$ cat src/rtl/alu_limb_seq_if.sv
`default_nettype none
// +--------------------------------------------------------------------------+
// | Module   : alu_limb_seq_if                                               |
// | Brief    : Request/response bundle between the register-file read stage, |
// |            the limb-serial ALU and writeback.                            |
// | Revision : 1.0 - initial release                                         |
// +--------------------------------------------------------------------------+
interface alu_limb_seq_if #(
  parameter int WORD_SIZE = 64,
  parameter int INSN      = 19,
  parameter int IADDR     = 10
);
  logic                 i_valid;
  logic                 o_ready;
  logic [INSN:0]        i_insn;
  logic [IADDR:0]       i_pc;
  logic [WORD_SIZE-1:0] i_r1data;
  logic [WORD_SIZE-1:0] i_r2data;
  logic                 i_carry;
  logic [WORD_SIZE-1:0] o_result;
  logic                 o_carry;
  logic                 o_valid;

  // Requester side: issues operations, consumes results
  modport master (
    output i_valid, i_insn, i_pc, i_r1data, i_r2data, i_carry,
    input  o_ready, o_result, o_carry, o_valid
  );

  // ALU side
  modport slave (
    input  i_valid, i_insn, i_pc, i_r1data, i_r2data, i_carry,
    output o_ready, o_result, o_carry, o_valid
  );
endinterface
`default_nettype wire

$ cat src/rtl/alu_limb_seq.sv
`default_nettype none
// +--------------------------------------------------------------------------+
// | Module   : alu_limb_seq                                                  |
// | Brief    : Limb-serial ALU. Arithmetic/logic/shift ops walk the operand  |
// |            LIMB bits per clock with a registered inter-limb carry;       |
// |            branch targets complete in one cycle. Optional shift-add      |
// |            multiplier enabled by defining ALU_LIMB_MUL_EN.               |
// | Revision : 1.0 - initial release                                         |
// +--------------------------------------------------------------------------+
module alu_limb_seq #(
  parameter int WORD_SIZE = 64,
  parameter int LIMB      = 16,
  parameter int INSN      = 19,
  parameter int IADDR     = 10
) (
  input logic          i_clk,
  input logic          i_rst,
  alu_limb_seq_if.slave bus
);
  localparam int NLIMB = WORD_SIZE / LIMB;
  localparam int CW    = $clog2(WORD_SIZE + 1);
  localparam logic [CW-1:0] c_last_limb = CW'(NLIMB - 1);
`ifdef ALU_LIMB_MUL_EN
  localparam logic [CW-1:0] c_last_bit  = CW'(WORD_SIZE - 1);
`endif

  localparam logic [4:0] c_op_nop  = 5'b00000;
  localparam logic [4:0] c_op_brz  = 5'b00001;
  localparam logic [4:0] c_op_brzp = 5'b00010;
  localparam logic [4:0] c_op_brnp = 5'b00011;
  localparam logic [4:0] c_op_brnz = 5'b00100;
  localparam logic [4:0] c_op_add  = 5'b00101;
  localparam logic [4:0] c_op_adc  = 5'b00110;
  localparam logic [4:0] c_op_sub  = 5'b00111;
  localparam logic [4:0] c_op_sbb  = 5'b01000;
  localparam logic [4:0] c_op_and  = 5'b01001;
  localparam logic [4:0] c_op_or   = 5'b01010;
  localparam logic [4:0] c_op_xor  = 5'b01011;
  localparam logic [4:0] c_op_shl1 = 5'b01100;
  localparam logic [4:0] c_op_shr1 = 5'b01101;
`ifdef ALU_LIMB_MUL_EN
  localparam logic [4:0] c_op_mul  = 5'b01110;
`endif

  typedef enum logic [1:0] {
    ST_IDLE = 2'd0,
    ST_RUN  = 2'd1,
    ST_MUL  = 2'd2,
    ST_DONE = 2'd3
  } state_t;

  state_t               state_q, state_d;
  logic [4:0]           op_q, op_d;
  logic [WORD_SIZE-1:0] a_q, a_d;
  logic [WORD_SIZE-1:0] b_q, b_d;
  logic                 carry_q, carry_d;     // inter-limb carry/borrow
  logic [CW-1:0]        cnt_q, cnt_d;
  logic [WORD_SIZE-1:0] shadow_q, shadow_d;   // partial result (hi product in MUL)
  logic [WORD_SIZE-1:0] result_q, result_d;
  logic                 cout_q, cout_d;
  logic                 valid_q, valid_d;

  logic [4:0]           w_opcode;
  logic [IADDR:0]       w_br_target;
  logic [31:0]          w_off32;
  logic [INSN-14:0]     unused_insn_bits;

  logic                 w_msb_first;
  logic [LIMB-1:0]      w_a_limb, w_b_limb, w_limb_res;
  logic                 w_limb_cout;
  logic [LIMB:0]        w_add_ext, w_sub_ext, w_shl_ext, w_shr_ext;
  logic [WORD_SIZE-1:0] w_shadow_next;
`ifdef ALU_LIMB_MUL_EN
  logic [WORD_SIZE:0]   w_mul_sum;
  logic [WORD_SIZE:0]   w_mul_lo;
`endif

  assign w_opcode         = bus.i_insn[INSN -: 5];
  assign unused_insn_bits = bus.i_insn[INSN-5:9];
  assign w_off32          = {{23{bus.i_insn[8]}}, bus.i_insn[8:0]};
  assign w_br_target      = bus.i_pc + w_off32[IADDR:0];

  assign bus.o_ready  = (state_q == ST_IDLE);
  assign bus.o_result = result_q;
  assign bus.o_carry  = cout_q;
  assign bus.o_valid  = valid_q;

  // One-limb datapath: SHR1 consumes limbs from the top, everything else from the bottom
  always_comb begin
    w_msb_first = (op_q == c_op_shr1);
    w_a_limb    = w_msb_first ? a_q[WORD_SIZE-1 -: LIMB] : a_q[LIMB-1:0];
    w_b_limb    = b_q[LIMB-1:0];
    w_add_ext   = {1'b0, w_a_limb} + {1'b0, w_b_limb} + {{LIMB{1'b0}}, carry_q};
    w_sub_ext   = {1'b0, w_a_limb} - {1'b0, w_b_limb} - {{LIMB{1'b0}}, carry_q};
    w_shl_ext   = {w_a_limb, carry_q};
    w_shr_ext   = {carry_q, w_a_limb};
    w_limb_res  = '0;
    w_limb_cout = 1'b0;
    case (op_q)
      c_op_add, c_op_adc: begin w_limb_res = w_add_ext[LIMB-1:0]; w_limb_cout = w_add_ext[LIMB]; end
      c_op_sub, c_op_sbb: begin w_limb_res = w_sub_ext[LIMB-1:0]; w_limb_cout = w_sub_ext[LIMB]; end
      c_op_and:           w_limb_res = w_a_limb & w_b_limb;
      c_op_or:            w_limb_res = w_a_limb | w_b_limb;
      c_op_xor:           w_limb_res = w_a_limb ^ w_b_limb;
      c_op_shl1:   begin w_limb_res = w_shl_ext[LIMB-1:0]; w_limb_cout = w_shl_ext[LIMB]; end
      c_op_shr1:   begin w_limb_res = w_shr_ext[LIMB:1];   w_limb_cout = w_shr_ext[0];    end
      default: ;
    endcase
    w_shadow_next = w_msb_first ? ((shadow_q << LIMB) | WORD_SIZE'(w_limb_res))
                                : ((shadow_q >> LIMB) | (WORD_SIZE'(w_limb_res) << (WORD_SIZE - LIMB)));
  end

  // Sequencer next-state: accept, limb walk, optional multiply, completion pulse
  always_comb begin
    state_d  = state_q;
    op_d     = op_q;
    a_d      = a_q;
    b_d      = b_q;
    carry_d  = carry_q;
    cnt_d    = cnt_q;
    shadow_d = shadow_q;
    result_d = result_q;
    cout_d   = cout_q;
    valid_d  = 1'b0;
`ifdef ALU_LIMB_MUL_EN
    w_mul_sum = {1'b0, shadow_q} + (b_q[0] ? {1'b0, a_q} : '0);
    w_mul_lo  = {w_mul_sum[0], b_q};
`endif
    case (state_q)
      ST_IDLE: begin
        if (bus.i_valid) begin
          op_d     = w_opcode;
          a_d      = bus.i_r1data;
          b_d      = bus.i_r2data;
          cnt_d    = '0;
          shadow_d = '0;
          carry_d  = 1'b0;
          case (w_opcode)
            c_op_add, c_op_sub, c_op_and, c_op_or, c_op_xor: state_d = ST_RUN;
            c_op_adc, c_op_sbb, c_op_shl1, c_op_shr1: begin
              carry_d = bus.i_carry;
              state_d = ST_RUN;
            end
            c_op_brz, c_op_brzp, c_op_brnp, c_op_brnz: begin
              result_d             = '0;
              result_d[IADDR:0]    = w_br_target;
              cout_d               = 1'b0;
              valid_d              = 1'b1;
              state_d              = ST_DONE;
            end
`ifdef ALU_LIMB_MUL_EN
            c_op_mul: state_d = ST_MUL;
`endif
            default: begin
              // NOP and unrecognised opcodes complete immediately with zero
              result_d = '0;
              cout_d   = 1'b0;
              valid_d  = 1'b1;
              state_d  = ST_DONE;
            end
          endcase
        end
      end
      ST_RUN: begin
        shadow_d = w_shadow_next;
        a_d      = w_msb_first ? (a_q << LIMB) : (a_q >> LIMB);
        b_d      = b_q >> LIMB;
        carry_d  = w_limb_cout;
        cnt_d    = cnt_q + CW'(1);
        if (cnt_q == c_last_limb) begin
          result_d = w_shadow_next;
          cout_d   = w_limb_cout;
          valid_d  = 1'b1;
          state_d  = ST_DONE;
        end
      end
`ifdef ALU_LIMB_MUL_EN
      ST_MUL: begin
        // Right-shifting shift-add: shadow holds the high half, b the low half
        shadow_d = w_mul_sum[WORD_SIZE:1];
        b_d      = w_mul_lo[WORD_SIZE:1];
        cnt_d    = cnt_q + CW'(1);
        if (cnt_q == c_last_bit) begin
          result_d = w_mul_lo[WORD_SIZE:1];
          cout_d   = |w_mul_sum[WORD_SIZE:1];
          valid_d  = 1'b1;
          state_d  = ST_DONE;
        end
      end
`endif
      ST_DONE: state_d = ST_IDLE;
      default: state_d = ST_IDLE;
    endcase
  end

  // State and output registers; reset aborts any operation in flight
  always_ff @(posedge i_clk) begin
    if (i_rst) begin
      state_q  <= ST_IDLE;
      op_q     <= c_op_nop;
      a_q      <= '0;
      b_q      <= '0;
      carry_q  <= 1'b0;
      cnt_q    <= '0;
      shadow_q <= '0;
      result_q <= '0;
      cout_q   <= 1'b0;
      valid_q  <= 1'b0;
    end else begin
      state_q  <= state_d;
      op_q     <= op_d;
      a_q      <= a_d;
      b_q      <= b_d;
      carry_q  <= carry_d;
      cnt_q    <= cnt_d;
      shadow_q <= shadow_d;
      result_q <= result_d;
      cout_q   <= cout_d;
      valid_q  <= valid_d;
    end
  end
endmodule
`default_nettype wire

$ cat src/flat_wrapper.sv
// flat-port wrapper written by rule: the top's interface ports become plain ports
module alu_limb_seq_flat 
#(
  parameter int WORD_SIZE = 64,
  parameter int LIMB      = 16,
  parameter int INSN      = 19,
  parameter int IADDR     = 10
)
  (i_clk, i_rst, bus_i_valid, bus_i_insn, bus_i_pc, bus_i_r1data, bus_i_r2data, bus_i_carry, bus_o_ready, bus_o_result, bus_o_carry, bus_o_valid);
  alu_limb_seq_if #(.WORD_SIZE(WORD_SIZE), .INSN(INSN), .IADDR(IADDR)) bus_i ();
  input logic i_clk;
  input logic i_rst;
  input wire logic [$bits(bus_i.i_valid)-1:0] bus_i_valid;
  input wire logic [$bits(bus_i.i_insn)-1:0] bus_i_insn;
  input wire logic [$bits(bus_i.i_pc)-1:0] bus_i_pc;
  input wire logic [$bits(bus_i.i_r1data)-1:0] bus_i_r1data;
  input wire logic [$bits(bus_i.i_r2data)-1:0] bus_i_r2data;
  input wire logic [$bits(bus_i.i_carry)-1:0] bus_i_carry;
  output wire logic [$bits(bus_i.o_ready)-1:0] bus_o_ready;
  output wire logic [$bits(bus_i.o_result)-1:0] bus_o_result;
  output wire logic [$bits(bus_i.o_carry)-1:0] bus_o_carry;
  output wire logic [$bits(bus_i.o_valid)-1:0] bus_o_valid;
  assign bus_i.i_valid = bus_i_valid;
  assign bus_i.i_insn = bus_i_insn;
  assign bus_i.i_pc = bus_i_pc;
  assign bus_i.i_r1data = bus_i_r1data;
  assign bus_i.i_r2data = bus_i_r2data;
  assign bus_i.i_carry = bus_i_carry;
  assign bus_o_ready = bus_i.o_ready;
  assign bus_o_result = bus_i.o_result;
  assign bus_o_carry = bus_i.o_carry;
  assign bus_o_valid = bus_i.o_valid;
  alu_limb_seq #(.WORD_SIZE(WORD_SIZE), .LIMB(LIMB), .INSN(INSN), .IADDR(IADDR)) u_core (.i_clk(i_clk), .i_rst(i_rst), .bus(bus_i));
endmodule
$ cat config.mk
export PLATFORM = sky130hd
export DESIGN_NAME = alu_limb_seq_flat
export DESIGN_NICKNAME = d
export VERILOG_FILES = /design/src/rtl/alu_limb_seq_if.sv /design/src/rtl/alu_limb_seq.sv /design/src/flat_wrapper.sv
export SDC_FILE = /design/constraint.sdc
export NUM_CORES = 1
export LEC_CHECK = 0
export ABC_AREA = 1
export ABC_CLOCK_PERIOD_IN_PS = 2800
export CAP_MARGIN = 0
export CORE_MARGIN = 2
export CORE_UTILIZATION = 40
export DETAILED_ROUTE_END_ITERATION = 12
export PLACE_DENSITY = 0.75
export SLEW_MARGIN = 20
export SYNTH_ARGS = -nofsm -noshare
export SYNTH_HDL_FRONTEND = slang
export SYNTH_SLANG_ARGS = --single-unit
$ cat constraint.sdc
create_clock -name i_clk -period 2.8 [get_ports i_clk]
set_clock_uncertainty 0.15 [all_clocks]
set_input_delay 0.56 -clock i_clk [delete_from_list [all_inputs] [get_ports i_clk]]
set_output_delay 0.56 -clock i_clk [all_outputs]
set_load 0.05 [all_outputs]
After elaboration in Yosys (flattened, before gate mapping)

Cells that the tools add are included.

Bits of input ports: 163
Bits in registers: 273
Output and inout port bits: 67
Word-level logic and storage cells: 91

Bitwise operators: 5
Reduce and logical (&&, ||, !) cells: 11
Eq/ne operators: 27
Mux-type cells: 32
$add $sub $neg: 6

Operators by type and width:

| operator                                                         | number |
|---|---|
| 64-bit one-hot mux with 2 select lines                           | 5 |
| 64-bit 2-to-1 mux                                                | 7 |
| 16-bit one-hot mux with 7 select lines                           | 1 |
| 48-bit by 64-bit OR with 64-bit output                           | 1 |
| 64-bit by 16-bit OR with 64-bit output                           | 1 |
| 5-bit by 4-bit == test with 1-bit output (second input constant) | 12 |
| 5-bit by 3-bit == test with 1-bit output (second input constant) | 7 |
| 16-bit by 16-bit adder with 17-bit output                        | 1 |
| 17-bit by 1-bit adder with 17-bit output                         | 1 |
| 16-bit by 16-bit subtractor with 17-bit output                   | 1 |
| 17-bit by 1-bit subtractor with 17-bit output                    | 1 |
| 16-bit AND                                                       | 1 |
| 16-bit 2-to-1 mux                                                | 1 |
| 16-bit OR                                                        | 1 |
| 16-bit bitwise XOR                                               | 1 |
| 7-bit one-hot mux with 2 select lines                            | 1 |
| 11-bit adder                                                     | 1 |
| 5-bit by 2-bit == test with 1-bit output (second input constant) | 2 |
| 9-bit OR reduction                                               | 1 |
| 1-bit 2-to-1 mux                                                 | 8 |
| 4-bit OR reduction                                               | 2 |
| 7-bit by 1-bit adder with 7-bit output (second input constant)   | 1 |
| 7-bit by 2-bit == test with 1-bit output (second input constant) | 1 |
| 7-bit 2-to-1 mux                                                 | 1 |
| other kinds (13)                                                 | 21 |

Logic depth before layout (Yosys ltp)

Gate-level depths: netlist (run 1).

Depth in word-level cells: 9
Mapped depth: 23
Depth with buffers taken out: 22

Worst setup path before layout (run 1)

No wires, ideal clock.

Kind: reg2reg
Start point: register u_core.op_q[2]
End point: register u_core.shadow_q[14]
Arrival time: 2.761 ns
Stages on the path, launching flop included: 20
Period minus slack after synthesis: 3.043 ns
Required time: 2.518 ns
Setup slack: -0.243 ns
Setup time: 0.132 ns
Buffers on the path: 1
Cells stage by stage: dfxtp_1 > inv_1 > nor2_1 > nand3_1 > buf_2 > a21oi_1 > fa_1 > fa_1 > inv_1 > nor2_1 > o21bai_1 > nand2_1 > nand2_1 > nand4_1 > nand2_1 > nand2_1 > nand3_1 > nand3_1 > o21ai_1 > a21oi_1

Word-level cells in the longest chain between the ends: 8
Elaborated cells on any way between the ends: 23
Those cells by class: add/sub: 4; eq/ne: 9; mux: 4; bitwise: 4; reduce/logical: 2

Ends and longest elaborated chain:

| what                                                                                                               | line                                   | text |
|---|---|---|
| start, declared                                                                                                    | alu_limb_seq.sv:53                     | `logic [4:0] op_q, op_d;` |
| start signal, assigned                                                                                             | alu_limb_seq.sv:200                    | `op_q <= c_op_nop;` |
| start signal, assigned                                                                                             | alu_limb_seq.sv:211                    | `op_q <= op_d;` |
| 5-bit by 4-bit == test with 1-bit output                                                                           | alu_limb_seq.sv:90, alu_limb_seq.sv:99 |  |
| 16-bit 2-to-1 mux                                                                                                  | alu_limb_seq.sv:91                     | `w_a_limb = w_msb_first ? a_q[WORD_SIZE-1 -: LIMB] : a_q[LIMB-1:0];` |
| 16-bit by 16-bit subtractor with 17-bit output / 16-bit by 16-bit adder with 17-bit output (equally long branches) | alu_limb_seq.sv:94, alu_limb_seq.sv:93 |  |
| 17-bit by 1-bit subtractor with 17-bit output / 17-bit by 1-bit adder with 17-bit output (equally long branches)   | alu_limb_seq.sv:94, alu_limb_seq.sv:93 |  |
| 16-bit one-hot mux with 7 select lines                                                                             | alu_limb_seq.sv:99                     | `case (op_q)` |
| 64-bit by 16-bit OR with 64-bit output                                                                             | alu_limb_seq.sv:109                    | `w_shadow_next = w_msb_first ? ((shadow_q << LIMB) \| WORD_SIZE'(w_limb_res))` |
| 64-bit 2-to-1 mux (*)                                                                                              | alu_limb_seq.sv:109                    |  |
| 64-bit one-hot mux with 2 select lines (*)                                                                         | alu_limb_seq.sv:129                    | `case (state_q)` |
| end signal, assigned                                                                                               | alu_limb_seq.sv:216                    | `shadow_q <= shadow_d;` |
| end, declared                                                                                                      | alu_limb_seq.sv:58                     | `logic [WORD_SIZE-1:0] shadow_q, shadow_d;` |

Mark *: on every way between the ends. The rest lies on a longest branch, timed or not.
A chain may end at the register's enable or synchronous reset.

Worst setup path after layout (run 1)

Start point: register u_core.op_q[2]
End point: register u_core.cout_q (netlist: u_core.bus.o_carry)

Word-level cells in the longest chain between the ends: 7
Elaborated cells on any way between the ends: 16
Those cells by class: add/sub: 4; eq/ne: 6; mux: 4; reduce/logical: 2

Ends and longest elaborated chain:

| what                                                                                                               | line                                   | text |
|---|---|---|
| 5-bit by 4-bit == test with 1-bit output                                                                           | alu_limb_seq.sv:90, alu_limb_seq.sv:99 |  |
| 16-bit 2-to-1 mux                                                                                                  | alu_limb_seq.sv:91                     |  |
| 16-bit by 16-bit subtractor with 17-bit output / 16-bit by 16-bit adder with 17-bit output (equally long branches) | alu_limb_seq.sv:94, alu_limb_seq.sv:93 |  |
| 17-bit by 1-bit subtractor with 17-bit output / 17-bit by 1-bit adder with 17-bit output (equally long branches)   | alu_limb_seq.sv:94, alu_limb_seq.sv:93 |  |
| 1-bit one-hot mux with 4 select lines (*)                                                                          | alu_limb_seq.sv:99                     |  |
| 1-bit 2-to-1 mux (*)                                                                                               | alu_limb_seq.sv:170                    | `if (cnt_q == c_last_limb) begin` |
| 1-bit one-hot mux with 2 select lines (*)                                                                          | alu_limb_seq.sv:129                    |  |
| end signal, assigned                                                                                               | alu_limb_seq.sv:218                    | `cout_q <= cout_d;` |
| end, declared                                                                                                      | alu_limb_seq.sv:60                     | `logic cout_q, cout_d;` |

Mark *: on every way between the ends. The rest lies on a longest branch, timed or not. The select of a mux whose other input is x is not followed.

==> metrics.md, run 1 <==
| Metric | Value |
|---|---|
| Count of final hold-check violations | `0` |
| Hold crit path type | `input port to flop` |
| DRC Markers | `0` |
| Clock slew at reported path FFs | `0.07 ns` |
| Pre-CTS WS | `-0.537 ns` |
| CP Max Fanout | `8` |
| Setup ws final | `-0.397 ns` |
| Routability cong. | `0.997` |
| Worst EP required | `3.12 ns` |
| Top-Level Pins | `230` |
| Status | `complete, but fails checks` |
| Crit Path Class | `flop to flop` |
| Final setup vio count | `39` |
| Initial drt markers | `1421` |
| Final Max Slew Viols | `0` |
| Final wirelength | `52700 µm` |
| Global-route usage over all layers | `26.4%` |
| Synthesis warning total | `0` |
| Worst r2r path cells | `18` |
| First-pass iteration count of the detailed router | `8` |
| Netlist cell types | `48` |
| I/O Buffers | `223` |
| Most frequent cells in the layout | `270 x a21oi_1, 268 x dfxtp_1, 259 x nand2_1, 224 x nor2_1, 222 x clkdlybuf4s50_1` |
| Final setup TNS | `-9.49 ns` |
| Number of antenna violations at the first check in global routing | `1` |
| Reg2reg end | `u_core.bus.o_carry$_SDFFE_PP0P_` |
| Fmax | `313 MHz` |
| Layout cell share with drive strength beyond 1 | `20.4%` |
| Violated checks | `negative setup slack` |
| Worst Hold Path Cells | `4` |
| Die height | `195 µm` |
| # rows | `69` |
| Final Instance Count excl. Fillers | `2877` |
| Worst-Margin Slew | `0.670 ns` |
| Core area | `35700 µm²` |
| Post-layout util | `57.7%` |
| Design Power | `13.7 mW` |
| Antenna-violating nets left | `0` |
| Worst Path Arrival | `3.51 ns` |
| Synth Cell Area | `14600 µm²` |
| Worst reg2reg startpoint | `u_core.op_q[2]$_SDFFE_PP0P_` |
| Sink Count | `273` |
| R2r setup slk | `-0.40 ns` |
| Max cap viols | `0` |
| CTS Root Cell | `clkbuf_16` |
| Largest net degree at the start of global routing | `107` |
| Chip Width | `195 µm` |
| Sequential share of the synthesized area | `37.6%` |
| Worst Setup Start Kind | `flop` |
| Inst Count DP | `2798` |
| Wirelength per Cell | `18.3 µm` |
| Worst-case hold path end point | `u_core.op_q[2]$_SDFFE_PP0P_` |
| Die ar. | `37900 µm²` |
| Cts bufs inserted | `28` |
| Vias after detailed routing | `16200` |
| VDD IR-drop max | `0.447 mV` |
| LEAKAGE | `8.24 nW` |
| Crit. End Element | `flop` |
| Start point of the critical path | `u_core.op_q[2]$_SDFFE_PP0P_` |
| Post-Syn Nets | `2312` |
| HPWL after DPL | `38000 µm` |
| Layout area overhead | `41.8%` |
| Register bit count reported by yosys | `273` |
| Hold-fix buffers at CTS | `0` |
| # H-tree levels | `1` |
| RSZ-0062 raised after global routing | `true` |
| CTS tree | `done` |
| First-pass GRT wire length | `81100 µm` |
| Rel. slew slack | `55.0%` |
| Pwr dens | `662 nW/µm²` |
| Most common cell after layout, fill and taps aside | `a21oi_1` |
| Initial core utilization | `40.7%` |
| Syn_area_per_cell | `6.99 µm²` |
| # nets final | `2624` |
| Clk buf depth | `3` |
| Hold_sp | `i_rst` |
| Clk_lat worst skew | `0.55 ns` |
| Drt via density | `5.62` |
| Antenna Cells | `0` |
| Cells after synthesis | `2083` |
| Vias in the first global route | `15300` |
| Final worst-path cycle share | `114%` |
| Global route total overflow | `0` |
| Fin crit period | `3.20 ns` |
## sequential cells by signal, summed over array words and instances, names as in the netlist
signal	cells
u_core.a_q	64
u_core.b_q	64
u_core.bus.o_carry	1
u_core.bus.o_result	64
u_core.bus.o_valid	1
u_core.carry_q	1
u_core.cnt_q	7
u_core.op_q	5
u_core.shadow_q	64
u_core.state_q	2
## final cells by class
| class | instances | area (µm²) |
|---|---|---|
| multi-input combinational | 1505 | 8970 |
| inverter | 164 | 628 |
| tap | 461 | 577 |
| fill | 3224 | 15100 |
| sequential | 273 | 5470 |
| clock buffer | 39 | 843 |
| timing repair buffer | 423 | 3980 |
| clock inverter | 12 | 169 |
## worst max path at each step
stage / slack, ns / to
after global routing: -0.47 / u_core.shadow_q[14]$_SDFFE_PP0P_
after detailed placement: -0.54 / u_core.shadow_q[12]$_SDFFE_PP0P_
after floorplan: 0.003 / u_core.shadow_q[14]$_SDFFE_PP0P_
after CTS: -0.28 / u_core.shadow_q[60]$_SDFFE_PP0P_
final: -0.40 / u_core.bus.o_carry$_SDFFE_PP0P_
after global placement: -0.40 / u_core.shadow_q[14]$_SDFFE_PP0P_
## repair_timing
item / 4_1_cts / 5_1_grt
cloned: 2 / 0
endpoints found under the setup margin: 40 / 40
setup buffers: 18 / 8
pin swaps: 48 / 59
gates resized for setup: 127 / 111
## critical path, cell delays in order, from the launching register on
cell	delay (ns)
dfxtp_2	0.36
buf_6	0.10
nand3_4	0.09
nor2_8	0.24
buf_8	0.16
nand2_4	0.06
o21ai_4	0.10
inv_2	0.09
ha_4	0.31
ha_4	0.22
a21oi_4	0.17
o21a_1	0.21
inv_2	0.05
a21oi_2	0.16
a21oi_1	0.08
nand3b_1	0.19
nand2_1	0.11
nand2_2	0.10
a21oi_2	0.14
## logic make-up after synthesis
group / Yosys count / synth area share [%]
and+or+nand+nor: 673 / 19.2
adders and majority gates: 66 / 5.93
buffers and inverters: 305 / 8.54
AOI/OAI and AO/OA: 764 / 28.7
DFF: 273 / 37.6
xor gates and xnor gates: 2 / 0.120
## power by group
part	internal (mW)	total [mW]	switching, mW	leakage (nW)
combinational	2.15	5.07	2.91	5.49
clock	2.46	4.04	1.58	0.498
sequential	4.26	4.56	0.297	2.24
total	8.87	13.7	4.79	8.24
## stage by stage
step | cell area [µm²] | hold slack [ns]
floorplan | 14900 | 0.290
CTS | 20200 | 0.297
finish | 20600 | 0.309
global placement | 18500 | 0.298
detailed placement | 18500 | 0.304
global route | 20600 | 0.328
## cells in the mapped netlist, drive strengths merged
cell type / n / area [µm²]
o21ai: 308 / 1560
nand2: 306 / 1160
a21oi: 304 / 1520
dfxtp: 273 / 5470
nor2: 244 / 963
inv: 164 / 616
clkbuf: 82 / 308
nand3: 74 / 375
ha: 61 / 763
buf: 59 / 319
o22ai: 55 / 344
a211oi: 26 / 195
nor3: 20 / 100
o211ai: 19 / 143
nand4: 13 / 81.3
o221ai: 11 / 96.3
a31oi: 8 / 50.1
a221oi: 7 / 61.3
o21bai: 7 / 52.6
a21o: 5 / 37.5
fa: 5 / 100
or2: 5 / 31.3
a21boi: 4 / 30.0
nand3b: 4 / 30.0
nor3b: 3 / 22.5
o2111ai: 3 / 26.3
and2: 2 / 12.5
o21a: 2 / 15.0
xor2: 2 / 17.5
a211o: 1 / 8.76
a22oi: 1 / 7.51
a2bb2oi: 1 / 8.76
and3: 1 / 6.26
nor4: 1 / 6.26
o221a: 1 / 11.3
o41ai: 1 / 8.76
## routing by layer
layer	vias up	wire length (µm)	GRT usage [%]	part of all wire, %
met2	699	24900	44.3	47
met1	7584	21600	34.2	41
li1	7765	-	-	-
met5	-	18	0	0.034
met3	121	4400	4.25	8.3
met4	2	1800	9.67	3.4
No activity file was read; power rests on OpenSTA's default activity.
==> inputs of run 2 (changes only) <==
- ABC_CLOCK_PERIOD_IN_PS: 2800 -> 2900
- clock period: 2.8 -> 2.9 ns (I/O delays scaled with it)
==> run 2 against run 1 <==
- the run still ends with negative setup slack left
- clock power is 8.4% lower
- highest routed layer is now met4
- sequential share of layout area hardly changed
- cell area is 0.27% higher
- sequential cell count unchanged
- register-to-register slack gained 0.12 ns
- critical path depth grew 2
==> metrics.md, run 2 (synthesis results as in run 1) <==
| Metric | Value |
|---|---|
| Chip Width | `195 µm (unchanged)` |
| LEAKAGE | `8.27 nW (+0.42%)` |
| Slowest cell on the critical path | `dfxtp_2` |
| Top-Level Pins | `230 (unchanged)` |
| Crit path buf inv count | `3 (-1)` |
| CP Max Fanout | `6 (-2)` |
| Final worst-path cycle share | `109% (-4.7 points)` |
| DRC Markers | `0 (unchanged)` |
| Number of antenna violations at the first check in global routing | `0 (-1)` |
| First-pass iteration count of the detailed router | `5 (-3)` |
| Worst EP required | `3.16 ns (+0.04 ns)` |
| Antenna-violating nets left | `0 (unchanged)` |
| VDD IR-drop max | `0.500 mV (+12%)` |
| Clk buf depth | `3 (unchanged)` |
| Clock slew at reported path FFs | `0.06 ns (about the same)` |
| Vias in the first global route | `15100 (-1.3%)` |
| Number of stages on the worst setup path | `20 (+2)` |
| CTS tree | `done` |
| Final instance area | `20700 µm² (+0.27%)` |
| Max stage delay on crit path | `0.34 ns (-0.02 ns)` |
| Worst Hold Path Cells | `2 (-2)` |
| Inst Count DP | `2804 (+0.21%)` |
| Hold-fix buffers at CTS | `0 (unchanged)` |
| Setup ws final | `-0.273 ns (+0.123 ns)` |
| Crit. End Element | `flop` |
| Initial core utilization | `40.7% (unchanged)` |
| Fmax | `315 MHz (+0.73%)` |
| Final Max Slew Viols | `0 (unchanged)` |
| Die ar. | `37900 µm² (unchanged)` |
| Violated checks | `negative setup slack` |
| # H-tree levels | `1 (unchanged)` |
| CP most frequent cell | `nand2_2` |
| Hold crit path type | `flop to flop` |
| Worst reg2reg startpoint | `u_core.op_q[4]$_SDFFE_PP0P_` |
| Drt via density | `5.57 (-0.90%)` |
| Worst Setup Start Kind | `flop` |
| Worst r2r path cells | `20 (+2)` |
| Crit Path Class | `flop to flop` |
| Status | `complete, but fails checks` |
| Layout cell share with drive strength beyond 1 | `21.0% (+0.56 points)` |
| Count of final hold-check violations | `0 (unchanged)` |
| Fill cell count | `3240 (+0.50%)` |
| RSZ-0062 raised after global routing | `true` |
| Critical path cell sequence | `inv_2, nand3_4, nor2_8, buf_6, buf_8, nand2_4, o21ai_4, ha_4, ha_4, nand2_4, nor2_4, nand4_1, nand2_2, nand2_2, nand2_1, nand2_1, nand3_1, nand4_1, nand2_2, a21oi_1` |
| Pwr dens | `633 nW/µm² (-4.4%)` |
| Cts bufs inserted | `28 (unchanged)` |
| Multi-input logic area | `9060 µm² (+1.1%)` |
| Area taken by flip-flops and latches | `5480 µm² (about the same)` |
| DP Area | `18400 µm² (-0.86%)` |
| Global route total overflow | `0 (unchanged)` |
| Worst-case hold path end point | `u_core.shadow_q[61]$_SDFFE_PP0P_` |
| Worst Path Arrival | `3.43 ns (-0.08 ns)` |
| I/O Buffers | `223 (unchanged)` |
| Fin crit period | `3.17 ns (-0.0231 ns)` |
| Final wirelength | `53500 µm (+1.5%)` |
| First-pass GRT wire length | `81200 µm (about the same)` |
| Initial drt markers | `1228 (-14%)` |
| Routability cong. | `0.979 (-1.7%)` |
| Final setup vio count | `38 (-2.6%)` |
| Layout area overhead | `42.2%` |
| Most frequent cells in the layout | `268 x dfxtp_1, 262 x a21oi_1, 250 x nand2_1, 224 x nor2_1, 222 x clkdlybuf4s50_1` |
| Clk_lat worst skew | `0.57 ns (+0.02 ns)` |
| Worst-Margin Slew | `0.730 ns (+0.0600 ns)` |
| HPWL after DPL | `38200 µm (+0.40%)` |
| Vias after detailed routing | `16100 (-0.66%)` |
| Largest net degree at the start of global routing | `107 (unchanged)` |
| Wirelength per Cell | `18.6 µm (+1.3%)` |
| Core area | `35700 µm² (unchanged)` |
| Final Instance Count excl. Fillers | `2884 (+0.24%)` |
| CTS Root Cell | `clkbuf_16` |
| Reg2reg end | `u_core.shadow_q[57]$_SDFFE_PP0P_` |
| Hold slack | `0.311 ns (+0.00129 ns)` |
| Hold_sp | `u_core.shadow_q[61]$_SDFFE_PP0P_` |
| Max cap viols | `0 (unchanged)` |
| Sink Count | `273 (unchanged)` |
| Global-route usage over all layers | `26.7% (+0.28 points)` |
| R2r setup slk | `-0.27 ns (+0.12 ns)` |
| Crit path max-delay family | `simple AND/OR/NAND/NOR gates` |
| Post-layout util | `57.9% (+0.16 points)` |
| Rel. slew slack | `51.3% (-3.7 points)` |
| # nets final | `2633 (+0.34%)` |
| Antenna Cells | `0 (unchanged)` |
| Die height | `195 µm (unchanged)` |
| Most common cell after layout, fill and taps aside | `dfxtp_1` |
| # rows | `69 (unchanged)` |
[run 2: cell count changes in the layout (fill, tap and decap cells not counted), sizes merged]
cell and change:
clkinv -2, bufinv -1, clkinvlp +1, nor2 +1, buf +8
[run 2: worst max-delay path by stage]
stage	startpoint	end
after floorplan	u_core.op_q[0]$_SDFFE_PP0P_	u_core.shadow_q[14]$_SDFFE_PP0P_
after global placement	u_core.op_q[4]$_SDFFE_PP0P_	u_core.shadow_q[14]$_SDFFE_PP0P_
after detailed placement	u_core.op_q[4]$_SDFFE_PP0P_	u_core.shadow_q[14]$_SDFFE_PP0P_
after CTS	u_core.op_q[4]$_SDFFE_PP0P_	u_core.shadow_q[14]$_SDFFE_PP0P_
after global routing	u_core.op_q[4]$_SDFFE_PP0P_	u_core.shadow_q[57]$_SDFFE_PP0P_
final	u_core.op_q[4]$_SDFFE_PP0P_	u_core.shadow_q[57]$_SDFFE_PP0P_
[run 2: metal layers]
metal  track usage (%)  vias up  share of wire [%]
met5                 0        -                  0
met4              10.2        0                4.3
met3              5.03      123                7.8
met2              44.4      700                 46
met1              34.2     7455                 42
li1                  -     7786                  -
[run 2: timing repair]
item / in CTS / in global routing
pin swaps: 62 / 68
buffers inserted: 23 / 11
resized for setup: 199 / 95
gates cloned: 1 / 0
endpoints found under the setup margin: 40 / 40
[run 2: worst register-to-register path, cell delays in order, from the launching register on]
cell,delay [ns]
dfxtp_2,0.34
inv_2,0.08
nand3_4,0.11
nor2_8,0.20
buf_6,0.15
buf_8,0.13
nand2_4,0.06
o21ai_4,0.10
ha_4,0.26
ha_4,0.32
nand2_4,0.08
nor2_4,0.07
nand4_1,0.15
nand2_2,0.21
nand2_2,0.08
nand2_1,0.06
nand2_1,0.05
nand3_1,0.06
nand4_1,0.16
nand2_2,0.15
a21oi_1,0.07
[run 2: power breakdown]
| group | internal (mW) | total [mW] | switching, mW |
|---|---|---|---|
| Combinational | 2.13 | 5.01 | 2.88 |
| Clock | 2.16 | 3.70 | 1.53 |
| Sequential | 4.11 | 4.40 | 0.284 |
| Total | 8.41 | 13.1 | 4.69 |
[run 2: through the flow]
stage / setup TNS [ns] / worst slack, ns / power, mW
after floorplan: -0.0192 / -0.00961 / 6.79
after global placement: -13.13 / -0.475 / 8.51
after detailed placement: -15.58 / -0.546 / 8.57
after CTS: -2.87 / -0.157 / 12.8
after global routing: -10.44 / -0.376 / 13.6
final: -6.13 / -0.273 / 13.1
[run 2: cell type report]
cell class / instances / share of cell area [%]
multi-input cells: 1506 / 43.8
flip-flops and latches: 273 / 26.5
repair buffers: 431 / 19.4
clock buffers: 39 / 3.83
inverters: 164 / 3.02
well taps: 461 / 2.79
clock inverters: 10 / 0.695
==> inputs of run 3 (changes only) <==
- ABC_AREA: 1 -> unset
- CAP_MARGIN: 0 -> unset
- RECOVER_POWER: unset -> 25
==> run 3 against run 2 <==
- the run still ends with negative setup slack left
- area after synthesis shrank 1.5%
- largest power group is now sequential cells
- power shrank 6.3%
- die area shrank 1.4%
- clock power grew 8.1%
- critical path depth shrank 4
- cell area shrank 0.68%
- sequential share of layout area grew 0.12 points
==> metrics.md, run 3 <==
| Metric | Value |
|---|---|
| Comb power frac | `32.9% (-5.3 points)` |
| Async SR Flop Fraction | `0% (unchanged)` |
| Final setup vio count | `35 (-7.9%)` |
| Fmax | `281 MHz (-11%)` |
| Core area | `35400 µm² (-0.97%)` |
| Chip Width | `193 µm (-0.72%)` |
| Fill cell count | `3183 (-1.8%)` |
| Global route total overflow | `0 (unchanged)` |
| Switch share | `32.3% (-3.5 points)` |
| CTS Root Cell | `clkbuf_16` |
| Vias in the first global route | `15000 (-0.96%)` |
| Violated checks | `negative setup slack` |
| CP endpoint | `u_core.shadow_q[63]$_SDFFE_PP0P_` |
| Clock slew at reported path FFs | `0.06 ns (about the same)` |
| Cells after synthesis | `1911 (-8.3%)` |
| Worst reg2reg startpoint | `u_core.op_q[1]$_SDFFE_PP0P_` |
| Final worst-path cycle share | `123% (+13 points)` |
| Post-synth top cells | `364 x nand2_1, 273 x dfxtp_1, 270 x a21oi_1` |
| Post-Syn Nets | `2140 (-7.4%)` |
| Worst Path Arrival | `3.89 ns (+0.46 ns)` |
| Largest net degree at the start of global routing | `119 (+11%)` |
| I/O Buffers | `223 (unchanged)` |
| Sequential share of the synthesized area | `38.1% (+0.56 points)` |
| CTS tree | `done` |
| DRC Markers | `0 (unchanged)` |
| Synth Cell Area | `14300 µm² (-1.5%)` |
| Count of final hold-check violations | `0 (unchanged)` |
| HPWL after DPL | `39900 µm (+4.4%)` |
| Final setup TNS | `-16.13 ns (-9.99 ns)` |
| Top-Level Pins | `230 (unchanged)` |
| Most numerous cell in the Yosys netlist | `nand2_1` |
| Drt via density | `5.79 (+3.9%)` |
| Start point of the critical path | `u_core.op_q[1]$_SDFFE_PP0P_` |
| NetSw | `3.96 mW (-16%)` |
| R2r setup slk | `-0.66 ns (-0.38 ns)` |
| Reg2reg end | `u_core.shadow_q[63]$_SDFFE_PP0P_` |
| Global-route usage over all layers | `28.0% (+1.4 points)` |
| Setup ws final | `-0.657 ns (-0.384 ns)` |
| Clk_lat worst skew | `0.58 ns (about the same)` |
| First-pass iteration count of the detailed router | `6 (+1)` |
| Cell accounting for the most synthesized area | `dfxtp_1` |
| Crit. End Element | `flop` |
| Final Max Slew Viols | `0 (unchanged)` |
| Layout cell share with drive strength beyond 1 | `19.0% (-2.0 points)` |
| RSZ-0062 raised after global routing | `true` |
| Sink Count | `273 (unchanged)` |
| Worst-Margin Slew | `1.34 ns (+0.614 ns)` |
| Die height | `193 µm (-0.72%)` |
| Crit Path Class | `flop to flop` |
| Synthesis warning total | `0 (unchanged)` |
| # H-tree levels | `1 (unchanged)` |
| Worst Setup Start Kind | `flop` |
| CP Max Fanout | `7 (+1)` |
| Initial drt markers | `1711 (+39%)` |
| # rows | `69 (unchanged)` |
| Antenna-violating nets left | `0 (unchanged)` |
| Clock Power Share | `32.6% (+4.4 points)` |
| Pre-CTS WS | `-0.913 ns (-0.366 ns)` |
| Most common cell after layout, fill and taps aside | `nand2_1` |
| Pwr dens | `597 nW/µm² (-5.7%)` |
| # nets final | `2493 (-5.3%)` |
| Max cap viols | `0 (unchanged)` |
| Wirelength per Cell | `19.9 µm (+7.5%)` |
| Hold-fix buffers at CTS | `0 (unchanged)` |
| Worst EP required | `3.23 ns (+0.07 ns)` |
| Rel. slew slack | `10.4% (-41 points)` |
| Reg power frac | `34.5% (+0.9 points)` |
| Initial core utilization | `40.5% (-0.21 points)` |
| Worst r2r path cells | `16 (-20%)` |
| Netlist cell types | `69 (+44%)` |
| Internal power | `8.31 mW (-1.1%)` |
| Final Instance Count excl. Fillers | `2747 (-4.8%)` |
| Die ar. | `37400 µm² (-1.4%)` |
| Register bit count reported by yosys | `273 (unchanged)` |
| Number of antenna violations at the first check in global routing | `0 (unchanged)` |
| Hold slack | `0.239 ns (-0.0714 ns)` |
| Layout area overhead | `43.3%` |
| Vias after detailed routing | `15900 (-1.0%)` |
| Antenna Cells | `0 (unchanged)` |
| Status | `complete, but fails checks` |
| Cts bufs inserted | `30 (+7.1%)` |
| Top post-synthesis cells by area | `dfxtp_1 38%, nand2_1 9.5%, a21oi_1 9.4%, nor2_1 5.6%, ha_1 5.3%` |
| Synth Flop Type | `dfxtp_1` |
| First-pass GRT wire length | `84600 µm (+4.2%)` |
| Final wirelength | `54800 µm (+2.4%)` |
| Inst Count DP | `2667 (-4.9%)` |
| Hold crit path type | `input port to flop` |
| LEAKAGE | `7.78 nW (-5.9%)` |
| VDD IR-drop max | `0.429 mV (-14%)` |
| Post-synth EDFFs | `0 (unchanged)` |
| Most frequent cells in the layout | `353 x nand2_1, 272 x dfxtp_1, 249 x a21oi_1, 221 x clkdlybuf4s50_1, 220 x buf_4` |
| Top-area cell type share of the netlist area | `38.1% (+0.56 points)` |
| Clk buf depth | `3 (unchanged)` |
| Syn_area_per_cell | `7.50 µm² (+7.4%)` |
| Fin crit period | `3.56 ns (+0.384 ns)` |
| Routability cong. | `0.915 (-6.6%)` |
-- run 3: cell types whose count changed after synthesis, moves of 43 or more --
| cell | before | now |
|---|---|---|
| nand3_1 | 73 | 30 |
| o21ai_1 | 72 | 0 |
| inv_1 | 155 | 57 |
| nand2_1 | 302 | 364 |
| o21ai_0 | 231 | 48 |
| clkbuf_1 | 82 | 127 |
-- run 3: worst max-delay path: stages, from the launching register on --
cell and delay (ns):
dfxtp_2 0.32, nand3b_1 0.16, buf_6 0.15, or2_4 0.34, buf_4 0.19, buf_4 0.16
nor2_4 0.11, a21oi_4 0.05, ha_4 0.30, ha_4 0.19, a21o_1 0.15, a21o_1 0.18
and2_4 0.18, a311oi_2 0.30, xnor2_1 0.15, a21oi_1 0.09, a311oi_1 0.28
-- run 3: worst min path at each step --
stage | startpoint | end | cells after the start
floorplan | u_core.shadow_q[55]$_SDFFE_PP0P_ | u_core.shadow_q[55]$_SDFFE_PP0P_ | 2
global placement | u_core.shadow_q[55]$_SDFFE_PP0P_ | u_core.shadow_q[55]$_SDFFE_PP0P_ | 2
detailed placement | u_core.shadow_q[55]$_SDFFE_PP0P_ | u_core.shadow_q[55]$_SDFFE_PP0P_ | 2
CTS | i_rst | u_core.shadow_q[5]$_SDFFE_PP0P_ | 2
global route | i_rst | u_core.shadow_q[47]$_SDFFE_PP0P_ | 2
finish | i_rst | u_core.shadow_q[5]$_SDFFE_PP0P_ | 2
-- run 3: power groups by stage --
| stage | Clock, mW | Sequential (mW) | Combinational [mW] |
|---|---|---|---|
| global placement | 0 | 4.28 | 3.52 |
| global route | 4.20 | 4.25 | 4.35 |
| CTS | 4.03 | 4.22 | 3.90 |
| floorplan | 0 | 4.30 | 2.00 |
| detailed placement | 0 | 4.29 | 3.56 |
| finish | 4.00 | 4.23 | 4.04 |
-- run 3: repair_timing --
item | CTS | global route
setup buffers | 20 | 6
pin swaps | 46 | 40
endpoints found under the setup margin | 34 | 36
gates cloned | 1 | 0
resized for setup | 98 | 31
-- run 3: logic make-up (layout without fill, tap and decap cells) --
logic type / count (synthesis) / count (layout) / share of synthesized area, %
buffers and inverters: 209 / 583 / 5.55
adders and majority gates: 66 / 66 / 6.02
AOI/OAI and AO/OA: 593 / 593 / 26.2
DFF: 273 / 273 / 38.1
and+or+nand+nor: 734 / 735 / 21.8
muxes: 8 / 8 / 0.567
xor gates and xnor gates: 28 / 28 / 1.71
-- run 3: final cells by class --
class                      count  area, µm²  area share (%)
timing repair buffer         471       4300            20.9
clock buffer                  40        838            4.08
sequential                   273       5470            26.6
tap                          461        577            2.81
clock inverter                14        205           0.998
multi-input combinational   1430       8950            43.6
inverter                      58        218            1.06
-- run 3: stage by stage --
step | power [mW] | utilization, % | instance area [µm²]
floorplan | 6.30 | - | 14700
global placement | 7.81 | 53.0 | 18800
detailed placement | 7.85 | 53.0 | 18800
CTS | 12.2 | 57.7 | 20400
global route | 12.8 | 58.1 | 20600
finish | 12.3 | 58.1 | 20600
-- run 3: per-layer routing --
layer	routed length (µm)	GRT usage, %
met5	0	0
met3	4180	3.70
met1	23900	39.0
met2	25000	45.3
met4	1640	8.31
